--- src/rtl/tof_result_collector.sv ---
// Collects results from NB_OF_SENSORS ToF channels into per-channel capture
// registers, arbitrates them round-robin and queues {idx, zone, distance} records.
module tof_result_collector #(
  parameter int NB_OF_SENSORS = 8,
  parameter int IDX_W         = 3,
  parameter int ZONE_W        = 6,
  parameter int DIST_W        = 16,
  parameter int FIFO_DEPTH    = 16,
  parameter int CNT_W         = 5
) (
  input  logic                              clk,
  input  logic                              reset,
  input  logic [NB_OF_SENSORS-1:0]          data_ready,
  input  logic [NB_OF_SENSORS*DIST_W-1:0]   distance_in,
  input  logic [NB_OF_SENSORS*ZONE_W-1:0]   zone_in,
  input  logic [NB_OF_SENSORS-1:0]          channel_enable,
  input  logic                              out_ready,
  input  logic                              clear_overrun,
  output logic                              out_valid,
  output logic [IDX_W+ZONE_W+DIST_W-1:0]    out_data,
  output logic [CNT_W-1:0]                  fifo_level,
  output logic [NB_OF_SENSORS-1:0]          pending,
  output logic [NB_OF_SENSORS-1:0]          overrun
);

  localparam int REC_W = IDX_W + ZONE_W + DIST_W;
  localparam int PTR_W = $clog2(FIFO_DEPTH);

  // Handshake: a record transfers on any rising edge where out_valid & out_ready;
  // out_data holds the head record and does not change while it is stalled.

  logic [DIST_W-1:0]        cap_dist [NB_OF_SENSORS];
  logic [ZONE_W-1:0]        cap_zone [NB_OF_SENSORS];
  logic [NB_OF_SENSORS-1:0] strobe;
  logic [NB_OF_SENSORS-1:0] req;
  logic [NB_OF_SENSORS-1:0] grant_vec;
  logic                     grant_valid;
  logic [IDX_W-1:0]         grant_idx;
  logic [IDX_W-1:0]         rr_ptr;

  logic [REC_W-1:0]         mem [FIFO_DEPTH];
  logic [PTR_W-1:0]         wr_ptr;
  logic [PTR_W-1:0]         rd_ptr;
  logic [CNT_W-1:0]         level;
  logic                     fifo_full;
  logic                     push;
  logic                     pop;
  logic [REC_W-1:0]         push_rec;

  assign strobe    = data_ready & channel_enable;
  assign fifo_full = (level == CNT_W'(FIFO_DEPTH));
  // A pop in the same cycle never frees a slot for a grant.
  assign req       = fifo_full ? '0 : pending;

  always_comb begin : arbiter
    int j;
    grant_valid = 1'b0;
    grant_idx   = '0;
    j           = 0;
    for (int k = 0; k < NB_OF_SENSORS; k++) begin
      j = int'(rr_ptr) + k;
      if (j >= NB_OF_SENSORS) j = j - NB_OF_SENSORS;
      if (!grant_valid && req[j]) begin
        grant_valid = 1'b1;
        grant_idx   = IDX_W'(j);
      end
    end
  end

  always_comb begin
    grant_vec = '0;
    if (grant_valid) grant_vec[grant_idx] = 1'b1;
  end

  always_ff @(posedge clk or posedge reset) begin
    if (reset) begin
      pending <= '0;
      overrun <= '0;
      for (int i = 0; i < NB_OF_SENSORS; i++) begin
        cap_dist[i] <= '0;
        cap_zone[i] <= '0;
      end
    end else begin
      for (int i = 0; i < NB_OF_SENSORS; i++) begin
        // A granted channel forwards its old record, so a new strobe may reload it.
        if (strobe[i] && (!pending[i] || grant_vec[i])) begin
          cap_dist[i] <= distance_in[i*DIST_W +: DIST_W];
          cap_zone[i] <= zone_in[i*ZONE_W +: ZONE_W];
          pending[i]  <= 1'b1;
        end else if (grant_vec[i]) begin
          pending[i]  <= 1'b0;
        end
        if (strobe[i] && pending[i] && !grant_vec[i]) overrun[i] <= 1'b1;
        else if (clear_overrun)                       overrun[i] <= 1'b0;
      end
    end
  end

  always_ff @(posedge clk or posedge reset) begin
    if (reset) begin
      rr_ptr <= '0;
    end else if (grant_valid) begin
      rr_ptr <= (grant_idx == IDX_W'(NB_OF_SENSORS - 1)) ? '0 : grant_idx + IDX_W'(1);
    end
  end

  assign push     = grant_valid;
  assign pop      = out_valid && out_ready;
  assign push_rec = {grant_idx, cap_zone[grant_idx], cap_dist[grant_idx]};

  always_ff @(posedge clk or posedge reset) begin
    if (reset) begin
      wr_ptr <= '0;
      rd_ptr <= '0;
      level  <= '0;
    end else begin
      if (push) wr_ptr <= wr_ptr + PTR_W'(1);
      if (pop)  rd_ptr <= rd_ptr + PTR_W'(1);
      case ({push, pop})
        2'b10:   level <= level + CNT_W'(1);
        2'b01:   level <= level - CNT_W'(1);
        default: level <= level;
      endcase
    end
  end

  // Storage needs no reset: it is only visible through a non-empty level.
  always_ff @(posedge clk) begin
    if (push) mem[wr_ptr] <= push_rec;
  end

  assign out_valid  = (level != '0);
  assign out_data   = out_valid ? mem[rd_ptr] : '0;
  assign fifo_level = level;

endmodule

--- config.mk ---
export PLATFORM = sky130hd
export DESIGN_NAME = tof_result_collector
export DESIGN_NICKNAME = d
export VERILOG_FILES = /design/src/rtl/tof_result_collector.sv
export SDC_FILE = /design/constraint.sdc
export NUM_CORES = 1
export LEC_CHECK = 0
export ABC_CLOCK_PERIOD_IN_PS = 10200
export BUFFER_PORTS_ARGS = -buffer_cell sky130_fd_sc_hd__buf_4
export CAP_MARGIN = 20
export CORE_UTILIZATION = 59
export DETAILED_ROUTE_END_ITERATION = 10
export PLACE_DENSITY = 0.81
export SYNTH_ARGS = -nofsm -noshare
export SYNTH_HDL_FRONTEND = slang
export SYNTH_SLANG_ARGS = --single-unit
--- constraint.sdc ---
create_clock -name clk -period 10.2 [get_ports clk]
set_clock_uncertainty 0.1 [all_clocks]
set_input_delay 2.04 -clock clk [delete_from_list [all_inputs] [get_ports clk]]
set_output_delay 2.04 -clock clk [all_outputs]
set_load 0.01 [all_outputs]
==> flow_summary_export.csv <==
group,metric,value,unit
timing,drv_slew,0,
routing,drt-total-wl,63.7,mm
die,die_w,212,um
timing,setup_tns,0,ns
timing,worst_pin_slew,1.15,ns
cells_and_area,fill_cells,2739,
die,die_area,44800,um^2
critical_path,crit_start,"rr_ptr[0]",
grt,grt_pass1_vias,15200,
worst_hold_path,hp-start,"cap_dist[11]",
cells_and_area,final_cells,2311,
synth,synth_warnings,0,
synth,synth_ff_type,"edfxtp_1",
place,dpl.cell_count,2201,
synth,async_reset_ff_share,34.2,%
synth,yosys-top-cells-area,"edfxtp_1 46%, dfrtp_1 20%, mux4_2 12%",
critical_path,path_max_fanout,59,
routing,drtAntennaViolNets,0,
place,postPlaceCellArea,28500,um^2
timing,layout_setup_ws,3.07,ns
clock_network,clkSinkCount,608,
routing,drc,0,
place,dp_slack,3.12,ns
synth,yosysTopAreaCellShare,46.3,%
critical_path,critPathCaptureType,"flip-flop",
clock_network,post_cts_resized,0,
grt,antenna_found_initial,2,
synth,synth.most_common_cell,"edfxtp_1",
timing,setup_violations,0,
place,io_buffer_count,242,
grt,grt_max_degree,99,
cells_and_area,syn_to_final_growth,17.2,%
timing,timing.fmax,140,MHz
critical_path,critPathMaxStageDelay,0.87,ns
routing,drt_iter0_markers,1250,
cells_and_area,fin_nets,1881,
critical_path,required,10.59,ns
routing,wl_per_cell,27.6,um
place,dp_hpwl,40.0,mm
synth,synth_edf_count,400,
synth,yosys.area.top_type,"edfxtp_1",
job,cap_violations,0,
grt,grt.overflow.total,0,
clock_network,hold_buffers,0,
clock_network,cts_tree,"yes",
critical_path,path_common_cell,"mux2_2",
synth,syn_area,25900,um^2
timing,maxSlewHeadroom,22.8,%
critical_path,r2r_start,"rr_ptr[0]",
cells_and_area,ff_latch_area,17200,um^2
critical_path,crit_chain,"clkinv_1, ha_1, mux4_2, mux2_2, and2_4, nor4_4, o211a_1, a31o_2, buf_4, inv_4, o31ai_2, nand3_1, mux2_2",
clock_network,insertion_delay,0.62,ns
routing,via_per_inst,6.26,
grt,grt.total_usage,29.4,%
run_status,status,"completed",
timing,finalCriticalPeriod,7.13,ns
synth,syn_area_per_cell,18.3,um^2
die,initial_core_util,60.1,%
die,core,43200,um^2
synth,ys_seq_elements,608,
clock_network,path_clk_slew,0.06,ns
synth,syn_nets,1619,
clock_network,cts_buffer_depth,3,
timing,min_period_over_period,69.9,%
synth,synth-seq-area-share,66.4,%
routing,via_count,14500,
synth,synthDistinctLibCells,69,
die,die_y,212,um
critical_path,crit_type,"reg2reg",
clock_network,root_buffer,"clkbuf_16",
worst_hold_path,whs_path_depth,1,
clock_network,cts_buffers,58,
clock_network,h-tree-depth,2,
die,rows,76,
die,io_pins,243,
timing,hold_violations,0,
synth,synth_common_cells,"400 x edfxtp_1, 208 x dfrtp_1, 139 x mux2_2",
critical_path,critical-path-slowest-cell,"ha_1",
critical_path,start_kind,"flip-flop",
cells_and_area,stdcell_area,30400,um^2
timing,rsz0062_at_grt,"no",
critical_path,r2r_slack,3.07,ns
routing,firstDrtPassIters,5,
critical_path,r2r_cells,13,
critical_path,r2r-end,"cap_dist[57]",
cells_and_area,multi_input_area,8240,um^2
place,routabilityCongestion,0.884,
critical_path,critPathArrivalTime,7.52,ns
worst_hold_path,hold_path.class,"reg2reg",
grt,grt_first_pass_wirelength,95.1,mm
clock_network,postCtsSetupBuffers,0,
cells_and_area,layout-drive-gt1-share,40.5,%
worst_hold_path,holdPathEnd,"cap_dist[11]",
synth,postSynthCellCount,1414,
## layout make-up
cell class | instances | share of cell area (%)
sequential | 608 | 56.7
multi-input combinational | 693 | 27.1
timing repair buffer | 289 | 7.14
clock buffer | 73 | 5.10
tap | 585 | 2.41
clock inverter | 36 | 1.18
inverter | 26 | 0.362
antenna | 1 | 0.00823
## cell usage in the layout, fill, tap and decap left out, types with 8 or more instances in the layout
| master | netlist | final |
|---|---|---|
| clkbuf_1 | 34 | 12 |
| nand2_1 | 39 | 39 |
| ha_1 | 9 | 9 |
| mux2i_1 | 74 | 74 |
| mux2_1 | 65 | 65 |
| edfxtp_1 | 400 | 400 |
| nor3_1 | 13 | 9 |
| clkbuf_16 | 0 | 59 |
| clkinv_1 | 1 | 17 |
| and2_1 | 31 | 31 |
| dfrtp_1 | 208 | 204 |
| clkinv_2 | 0 | 9 |
| mux2_2 | 139 | 139 |
| nand3_1 | 8 | 8 |
| o22ai_1 | 27 | 26 |
| mux4_2 | 138 | 138 |
| nor2_1 | 17 | 13 |
| buf_4 | 14 | 289 |
| a221oi_1 | 17 | 17 |
| inv_1 | 22 | 21 |
| mux2_4 | 20 | 20 |
## registers in the layout, summed over array words and instances (netlist names)
name	cells
rd_ptr	4
wr_ptr	4
cap_dist	128
pending	8
rr_ptr	3
fifo_level	5
cap_zone	48
overrun	8
mem	400
## worst max path at each step
stage / endpoint / depth (start not counted)
2_1_floorplan: cap_dist[0] / 1
3_3_place_gp: cap_dist[48] / 13
3_5_place_dp: cap_dist[57] / 13
4_1_cts: cap_dist[57] / 13
5_1_grt: cap_dist[57] / 13
6_report: cap_dist[57] / 13
## metrics by stage
stage,utilization (%),hold slack (ns)
final,70.4,0.389
after global routing,70.4,0.404
after CTS,70.4,0.392
after detailed placement,66.0,0.378
after global placement,66.0,0.367
after floorplan,-,0.357
## kinds of logic (layout without fill, tap and decap cells)
family	Yosys count	in the layout	synth area share, %
flip-flops	608	608	66.4
multiplexers	436	436	24.9
AND/OR/NAND/NOR	141	141	2.90
buffers and inverters	113	424	2.09
AO/OA/AOI/OAI	92	92	2.80
XOR/XNOR	15	15	0.536
adder cells (fa/ha/maj)	9	9	0.434
other	0	1	0
## critical path: cells and delay by family, from the launching register on
kind	cells	cell delay [ns]
mux	3	1.54
buf+inv	3	1.43
simple gates	3	1.42
fa+ha+maj	1	0.87
flops	1	0.84
compound gates	3	0.78
## per-layer routing
layer  up-vias  track usage [%]  routed length (um)
met3       119             6.33                5490
met5         -                0                  17
li1       6127                -                   -
met4         2             9.57                1760
met1      7565             39.8               24800
met2       649             48.1               31600
Power is not shown: default switching activity piles up to over one toggle a cycle in this logic, so the estimate is an artifact.
